## config.mk

```make
export PLATFORM = sky130hd
export DESIGN_NAME = stream_demux
export DESIGN_NICKNAME = d
export VERILOG_FILES = /design/src/rtl/stream_demux.sv
export SDC_FILE = /design/constraint.sdc
export NUM_CORES = 1
export LEC_CHECK = 0
export BUFFER_PORTS_ARGS = -buffer_cell sky130_fd_sc_hd__buf_2
export CAP_MARGIN = 10
export CORE_MARGIN = 1
export CORE_UTILIZATION = 30
export DETAILED_ROUTE_END_ITERATION = 12
export GPL_TIMING_DRIVEN = 0
export SLEW_MARGIN = 20
export SYNTH_ARGS = -nofsm -noshare
export SYNTH_HDL_FRONTEND = slang
export SYNTH_SLANG_ARGS = --single-unit
```

## constraint.sdc

```tcl
create_clock -name clk -period 1.06 [get_ports clk]
set_input_delay 0.159 -clock clk [delete_from_list [all_inputs] [get_ports clk]]
set_output_delay 0.159 -clock clk [all_outputs]
set_load 0.03 [all_outputs]
```

## src/rtl/stream_demux.sv

```systemverilog
// Registered 1-to-4 stream demultiplexer with per-channel one-entry output registers.
// Optional per-channel accepted-beat counters enabled by defining STREAM_DEMUX_CNT_EN.
module stream_demux #(
  parameter int unsigned WIDTH = 4,
  parameter int unsigned CNT_W = 8
) (
  input  logic               clk,
  input  logic               rst_n,
  input  logic [WIDTH-1:0]   in_data,
  input  logic [1:0]         in_sel,
  input  logic               in_valid,
  output logic               in_ready,
  output logic [4*WIDTH-1:0] out_data,
  output logic [3:0]         out_valid,
  input  logic [3:0]         out_ready
`ifdef STREAM_DEMUX_CNT_EN
  ,
  output logic [4*CNT_W-1:0] cnt,
  input  logic               cnt_clr
`endif
);

  if (WIDTH < 1 || CNT_W < 1) begin : g_param_check
    $error("stream_demux: WIDTH and CNT_W must be at least 1");
  end

  logic [3:0]            vld_q, vld_d;
  logic [3:0][WIDTH-1:0] dat_q, dat_d;
  logic                  in_xfer;

  // Only the addressed channel can stall the input, so a full channel never blocks others.
  assign in_ready = ~vld_q[in_sel] | out_ready[in_sel];
  assign in_xfer  = in_valid & in_ready;

  always_comb begin
    vld_d = vld_q;
    dat_d = dat_q;
    for (int unsigned k = 0; k < 4; k++) begin
      if (vld_q[k] && out_ready[k]) begin
        vld_d[k] = 1'b0;
      end
      if (in_xfer && in_sel == 2'(k)) begin
        vld_d[k] = 1'b1;
        dat_d[k] = in_data;
      end
    end
  end

  always_ff @(posedge clk or negedge rst_n) begin
    if (!rst_n) begin
      vld_q <= '0;
      dat_q <= '0;
    end else begin
      vld_q <= vld_d;
      dat_q <= dat_d;
    end
  end

  assign out_valid = vld_q;
  assign out_data  = dat_q;

`ifdef STREAM_DEMUX_CNT_EN
  logic [3:0][CNT_W-1:0] cnt_q, cnt_d;

  always_comb begin
    cnt_d = cnt_q;
    for (int unsigned k = 0; k < 4; k++) begin
      if (cnt_clr) begin
        cnt_d[k] = '0;
      end else if (in_xfer && in_sel == 2'(k)) begin
        cnt_d[k] = cnt_q[k] + 1'b1;
      end
    end
  end

  always_ff @(posedge clk or negedge rst_n) begin
    if (!rst_n) begin
      cnt_q <= '0;
    end else begin
      cnt_q <= cnt_d;
    end
  end

  assign cnt = cnt_q;
`endif

endmodule

```

## Word-level counts from Yosys, hierarchy flattened

Cells that the tools add are included.

- Memories: 0
- Word-level logic and storage cells: 40
- Latch bits: 0
- Output and inout bits: 21
- RAM bits: 0
- Input bits: 13
- Register bits after elaboration: 20
- Bits in read-only memories: 0

- Shift operators: 0
- Reductions and logical operators: 13
- Magnitude comparators: 1
- Bitwise operators: 3
- Eq/ne operators: 3
- $add $sub $neg: 0
- $mul: 0
- Muxes and demuxes: 12
- Divide/modulo/power cells: 0

Operators by type and width:

| kind | count |
|---|---|
| 1-bit 2-to-1 mux | 10 |
| 1-bit logical AND | 8 |
| 2-bit nonzero test | 4 |
| 1-bit binary-select mux with 2-bit select | 2 |
| 2-bit == test (second input constant) | 2 |
| 2-bit by 3-bit less-than comparator with 1-bit output (second input constant) | 1 |
| 2-bit by 1-bit == test with 1-bit output (second input constant) | 1 |
| 2-bit logical NOT | 1 |
| 1-bit AND | 1 |
| 1-bit inverter | 1 |
| 1-bit bitwise OR | 1 |

## Longest topological paths before layout

Gate-level depths: netlist of the first run.

- Word-level depth: 7
- Gate-level depth with buffers: 4
- Gate-level depth less buffers: 3

## Worst setup path before layout of the first run

No wires, ideal clock.

- Path kind: register to register
- Start: register vld_q[1] (netlist: out_valid[1])
- End: register dat_q (netlist bit out_data[4])
- Clock period less this slack: 1,356 ps
- Buffers on the path: 0
- Setup time: 125 ps
- Arrival: 1,231 ps
- Slack: -296 ps
- Cell stages (with the launch flop): 4
- Data required time: 935 ps
- Path through: dfrtp_1 > nand2b_1 > nor3b_2 > mux2_2

- Longest elaborated chain between the ends: 6

Ends and longest elaborated chain:

| item | line | text |
|---|---|---|
| start: declaration | 27 | `logic [3:0] vld_q, vld_d;` |
| start signal: assignment | 54 | `vld_q <= vld_d;` |
| 1-bit binary-select mux with 2-bit select | 32 | `assign in_ready = ~vld_q[in_sel] \| out_ready[in_sel];` |
| 1-bit 2-to-1 mux (not written as such) | 32 |  |
| 1-bit inverter | 32 |  |
| 1-bit bitwise OR | 32 |  |
| 1-bit AND | 33 | `assign in_xfer = in_valid & in_ready;` |
| 1-bit logical AND | 42 | `if (in_xfer && in_sel == 2'(k)) begin` |
| end signal: assignment | 55 | `dat_q <= dat_d;` |
| end: declaration | 28 | `logic [3:0][WIDTH-1:0] dat_q, dat_d;` |

Every way passes these cells. The select of a mux whose other input is x is not followed.
A chain may end at the register's enable or synchronous reset.

## Worst setup path in the final report of the first run

- Start: register vld_q[3] (netlist: out_valid[3])
- End: output in_ready

- Longest elaborated chain between the ends: 4

Ends and longest elaborated chain:

| item | line | text |
|---|---|---|
| 1-bit binary-select mux with 2-bit select | 32 |  |
| 1-bit 2-to-1 mux (not written as such) | 32 |  |
| 1-bit inverter | 32 |  |
| 1-bit bitwise OR | 32 |  |
| end: declaration | 12 | `output logic in_ready,` |

Every way passes these cells. The select of a mux whose other input is x is not followed.

==> impl_metrics.py, run 1 <==
metrics = {
    "sta": {
        "fin_ws_ns": -0.498,
        "rsz0062_at_grt": "true",
        "setup_viol_count_final": 21,
        "tightest_slew_ns": 0.446,
        "final.setup.tns_ns": -3.72,
        "drv_slew": 0,
        "fmax_mhz": 642,
        "slew_headroom_pct": 70.2,
        "hold_viol": 0,
        "finalCriticalPeriod_ns": 1.56,
        "finalClockSkew_ns": 0.00481,
        "timing.final.crit_share_pct": 147,
        "holdWs_ns": 0.113,
    },
    "job": {
        "drv_cap": 0,
    },
    "worst_hold_path": {
        "hold_path_end": "out_valid[0]",
        "hp-start": "out_ready[0]",
        "whs_path_depth": 3,
        "hold_path_class": "primary input to flop",
    },
    "global_route": {
        "grt_max_degree": 21,
        "grt_pass1_vias": 627,
        "antenna_found_initial": 0,
        "grt.total_usage_pct": 14.3,
        "grt_pass1_wl_um": 2760,
        "grt_remaining_overflow": 0,
    },
    "power_and_ir_drop": {
        "clkPwrFrac_pct": 18.1,
        "p_comb_share_pct": 41.2,
        "peakVddDrop_uv": 1180,
        "power.density_nw_per_um2": 1800,
        "finalPower_mw": 2.47,
        "swShare_pct": 32.9,
        "p_seq_share_pct": 40.7,
        "p_int_mw": 1.66,
        "p_leak_nw": 0.693,
        "power.net_switching_uw": 812,
    },
    "floorplan": {
        "die_area_um2": 2890,
        "rows": 18,
        "io_pins": 34,
        "fp.dieH_um": 53.7,
        "start_util_pct": 32.1,
        "die_w_um": 53.7,
        "coreArea_um2": 2500,
    },
    "clocking": {
        "clk_pin_slew_ns": 0.12,
        "tritoncts": "built",
        "cts.path.max_buffers": 2,
        "htree_levels": 1,
        "clockRootBuffer": "clkbuf_4",
        "cts.sinks": 20,
        "clock_latency_ns": 0.30,
        "cts_buffers": 3,
    },
    "drt": {
        "drt_iter0_drc": 2,
        "wl_um": 1900,
        "drt_pre_antenna_iters": 2,
        "wl_per_cell_um": 13.9,
        "vias": 630,
        "postRouteAntennaNets": 0,
        "vias_per_cell": 4.60,
        "drcViolationCount": 0,
    },
    "outcome": {
        "status": "finished, violations left",
        "violations": "setup timing",
    },
    "placement": {
        "dp_cells": 117,
        "dp_slack_ns": -0.257,
        "gp_congestion": 0.708,
        "io_buffers": 33,
        "dpl_cell_area_um2": 1060,
        "hpwl_um": 1190,
    },
    "logic_synthesis": {
        "yosysWarnings": 0,
        "postSynthAreaPerCell_um2": 14.9,
        "yosysUniqueCellTypes": 13,
        "ys_seq_area_share_pct": 62.3,
        "ys_ff_latch": 20,
        "netlist_instances": 54,
        "syn-cell-area_um2": 803,
        "syn-num-nets": 67,
    },
    "cells_and_area": {
        "final.fill_count": 204,
        "final_layout_size_suffix_gt1_share_pct": 75.7,
        "fin_cells": 137,
        "most-common-layout-cells": "22 x buf_4, 16 x dfrtp_1, 14 x buf_6",
        "post-route-util_pct": 54.9,
        "fin_area_um2": 1370,
        "final_common_cell": "buf_4",
        "area_growth_pct": 70.9,
        "nNetsFinal": 121,
        "diodes": 0,
    },
    "worst_setup_path": {
        "r2r_end": "out_data[13]",
        "reg2reg_from": "out_valid[3]",
        "worstPathArrival_ns": 1.40,
        "worst_setup_path_start_kind": "flop",
        "cp-end-kind": "primary output",
        "r2r_cells": 6,
        "r2r_setup_slack_ns": -0.37,
        "worst-path-max-fanout": 2,
        "crit_type": "flop to primary output",
        "cp_data_required_time_ns": 0.90,
    },
}
==> worst max path at each step <==
| stage | from | end | slack, ns |
|---|---|---|---|
| floorplan | out_valid[1] | out_data[4] | -0.23 |
| global placement | out_valid[1] | out_data[4] | -0.25 |
| detailed placement | out_valid[1] | out_data[5] | -0.26 |
| CTS | out_valid[3] | in_ready | -0.51 |
| global route | out_valid[3] | in_ready | -0.54 |
| finish | out_valid[3] | in_ready | -0.50 |
==> critical path, cell delays in order (launching register included) <==
cell	delay, ns
dfrtp_2	0.40
nand2b_4	0.05
mux4_2	0.48
buf_6	0.16
==> per-layer routing <==
metal,track usage (%),wire length (µm),vias to the layer above
met5,0,0,-
met2,23.0,926,21
met3,4.24,107,6
met4,9.21,42,0
li1,-,-,296
met1,16.5,828,307
==> flip-flops by register name, summed over array words and instances (netlist names) <==
signal     cells
out_valid      4
out_data      16
==> power groups by stage <==
stage	logic [mW]	registers [mW]	clock network [mW]
final	1.02	1.00	0.447
after global routing	1.07	1.02	0.491
after CTS	0.772	0.983	0.457
after detailed placement	0.716	0.987	0
after global placement	0.708	0.987	0
after floorplan	0.203	1.28	0
==> cells in the mapped netlist <==
master	number	share of area, %
dfrtp_1	20	62
nand2b_1	4	3.1
and3_1	1	0.78
nor2b_2	1	1.1
mux2_2	16	22
buf_2	1	0.62
mux4_2	1	2.8
nand3b_1	1	0.93
nor3b_2	1	1.6
nand2_1	5	2.3
nand3_1	1	0.62
nor2b_1	1	0.78
o21ai_0	1	0.62
==> kinds of logic after synthesis <==
family | count (synthesis) | synth area share (%)
flops | 20 | 62.3
mux | 17 | 25.2
simple gates | 15 | 11.2
compound gates | 1 | 0.622
buf+inv | 1 | 0.622
==> cell type report <==
type	instances	area, µm²	area share, %
multi-input combinational	33	393	28.6
tap	30	37.5	2.73
sequential	20	505	36.8
timing repair buffer	50	400	29.2
clock buffer	4	36.3	2.64
==> timing repair <==
item | in CTS | in global routing
endpoints found under the hold margin | 20 | 0
buffers inserted | 5 | 11
hold buffers | 1 | 0
setup endpoints to repair | 17 | 37
pin swaps | 0 | 0
resized for setup | 14 | 50
Note: power is estimated with default switching activity, not from simulation.
==> inputs of run 2 (changes only) <==
--- a/config.mk
+++ b/config.mk
@@ -5,6 +5,7 @@
 export SDC_FILE = /design/constraint.sdc
 export NUM_CORES = 1
 export LEC_CHECK = 0
+export ABC_AREA = 1
 export BUFFER_PORTS_ARGS = -buffer_cell sky130_fd_sc_hd__buf_2
 export CAP_MARGIN = 10
 export CORE_MARGIN = 1
==> run 2 against run 1 <==
The run still ends with setup timing left. Maximum frequency grew 10%. Cell area is 4.6% higher. Non-clock buffer count down 1. Combinational power fell by 9%. Sequential power about the same. Register-to-register slack better by 0.06 ns. Worst hold slack lost 0.077 ns. Wire length is 31% higher. Core utilization is 7.9 points lower. Clock skew up 0.011 ns. Clock power down 20%. Total power decreased by 8.4%. Critical endpoint unchanged.
==> impl_metrics.py, run 2 <==
metrics = {
    "floorplan": {
        "rows": 20,
        "coreArea_um2": 3050,
        "fp.dieH_um": 58.5,
        "die_w_um": 58.5,
        "start_util_pct": 31.4,
        "io_pins": 34,
        "die_area_um2": 3420,
    },
    "clocking": {
        "cts_buffers": 3,
        "tritoncts": "built",
        "cts.sinks": 20,
        "htree_levels": 1,
        "clk_pin_slew_ns": 0.11,
        "clockRootBuffer": "clkbuf_4",
        "cts.path.max_buffers": 2,
        "clock_latency_ns": 0.29,
    },
    "drt": {
        "wl_um": 2500,
        "drt_iter0_drc": 27,
        "drcViolationCount": 0,
        "postRouteAntennaNets": 0,
        "vias": 950,
        "drt_pre_antenna_iters": 4,
        "vias_per_cell": 4.73,
        "wl_per_cell_um": 12.4,
    },
    "global_route": {
        "grt.total_usage_pct": 15.8,
        "grt_util_met1_pct": 18.8,
        "grtUsageMet2_pct": 28.1,
        "grt_max_degree": 21,
        "antenna_found_initial": 0,
        "use_met3_pct": 1.98,
        "busiest_layer": "met2",
        "grt_pass1_wl_um": 4000,
        "grt_pass1_vias": 935,
        "grt_remaining_overflow": 0,
    },
    "worst_setup_path": {
        "worst-path-max-fanout": 2,
        "worst_setup_path_start_kind": "flop",
        "r2r_setup_slack_ns": -0.31,
        "cp-end-kind": "primary output",
        "cp_data_required_time_ns": 0.90,
        "crit_type": "flop to primary output",
        "worstPathArrival_ns": 1.26,
    },
    "logic_synthesis": {
        "yosysUniqueCellTypes": 16,
        "ys_seq_area_share_pct": 52.2,
        "ys_top_cells_by_area": "dfrtp_1 52%, nand2_1 18%, nand4_1 10%, nand3_4 5.5%, buf_6 2.3%",
        "synth_edf_count": 0,
        "synth_top_cell_area_share_pct": 52.2,
        "synth.top_cells.by_count": "45 x nand2_1, 20 x dfrtp_1, 16 x nand4_1, 6 x inv_1",
        "ys_ff_latch": 20,
        "netlist_instances": 109,
        "postSynthAreaPerCell_um2": 8.79,
        "yosysMostFrequentCell": "nand2_1",
        "syn-cell-area_um2": 958,
        "syn-num-nets": 122,
        "async_reset_ff_share_pct": 100,
        "synthFlopType": "dfrtp_1",
        "synth_top_area_cell": "dfrtp_1",
        "yosysWarnings": 0,
    },
    "cells_and_area": {
        "area_growth_pct": 49.7,
        "nNetsFinal": 171,
        "multi_input_area_um2": 427,
        "most-common-layout-cells": "41 x nand2_1, 21 x buf_2, 16 x nand4_1, 16 x dfrtp_1, 13 x buf_6",
        "final_common_cell": "nand2_1",
        "fin_cells": 201,
        "seq_area_um2": 505,
        "largest_reg_flops": 16,
        "final.fill_count": 303,
        "diodes": 0,
        "final_layout_size_suffix_gt1_share_pct": 43.9,
    },
    "sta": {
        "holdWs_ns": 0.0359,
        "tightest_slew_ns": 0.431,
        "setup_viol_count_final": 25,
        "hold_viol": 0,
        "timing.final.crit_share_pct": 134,
        "fmax_mhz": 706,
        "fin_ws_ns": -0.356,
        "drv_slew": 0,
        "slew_headroom_pct": 71.3,
        "rsz0062_at_grt": "true",
        "finalClockSkew_ns": 0.0154,
        "finalCriticalPeriod_ns": 1.42,
    },
    "placement": {
        "io_buffers": 31,
        "dp_cells": 184,
        "dp_slack_ns": -0.234,
        "hpwl_um": 1670,
        "gp_congestion": 0.853,
    },
    "power_and_ir_drop": {
        "peakVddDrop_uv": 634,
        "power.density_nw_per_um2": 1580,
        "p_leak_nw": 0.756,
    },
    "job": {
        "drv_cap": 0,
    },
    "outcome": {
        "violations": "setup timing",
        "status": "finished, violations left",
    },
    "worst_hold_path": {
        "hold_path_class": "primary input to flop",
    },
}
==> run 2: critical path, stage by stage, from the launching register on <==
cell and delay (ns):
dfrtp_2 0.43, nand2_1 0.07, nand2_1 0.05, nand2_1 0.06, nand2_1 0.06, nand2_2 0.07
buf_6 0.10, buf_6 0.12
==> run 2: path summary, 6_finish.rpt <==
| path | startpoint | end | cells after the start |
|---|---|---|---|
| worst max register to register | out_valid[0] | out_data[3] | 10 |
| worst min-delay path | out_ready[0] | out_valid[0] | 2 |
| worst min register to register | out_data[8] | out_data[8] | 2 |
| worst max-delay path | out_valid[0] | in_ready | 7 |
| max in group asynchronous | rst_n | out_valid[3] | 2 |
| min in group asynchronous | rst_n | out_data[5] | 2 |
==> run 2: final cells by class <==
class / instances / area share (%)
Sequential cell: 20 / 35.2
Multi-Input combinational cell: 77 / 29.7
Timing Repair Buffer: 44 / 24.3
Tap cell: 44 / 3.84
Buffer: 5 / 3.23
Clock buffer: 4 / 1.83
Inverter: 7 / 1.83
==> run 2: cell families after synthesis <==
kind of cell	after synthesis	share of synthesized area, %
compound gates	4	2.09
buf+inv	12	6.79
flops	20	52.2
simple gates	73	38.9
==> run 2: per-stage QoR <==
stage,instance area [µm²],TNS [ns],util [%],power (mW)
final,1440,-6.01,47.0,2.26
after global routing,1440,-8.28,47.0,2.41
after CTS,1350,-5.40,44.2,2.18
after detailed placement,1170,-3.76,38.4,1.71
after global placement,1170,-3.35,38.4,1.70
after floorplan,963,-2.21,-,1.48
==> run 2: timing repair <==
item | in CTS | in global routing
gates cloned | 1 | 0
buffers inserted | 6 | 6
resized for setup | 18 | 22
setup endpoints to repair | 25 | 32
pin swaps | 2 | 2
hold endpoints to repair | 20 | 0
hold buffers | 1 | 0
==> run 2: per-layer routing <==
layer | vias up | share of wire, %
met5 | - | 0
met4 | 0 | 2.0
met3 | 4 | 3.8
met2 | 23 | 52
met1 | 464 | 43
li1 | 459 | -
==> run 2: power breakdown <==
group	internal [mW]	switching (mW)	total (mW)
clock network	0.146	0.212	0.358
registers	0.900	0.0771	0.977
logic	0.364	0.561	0.925
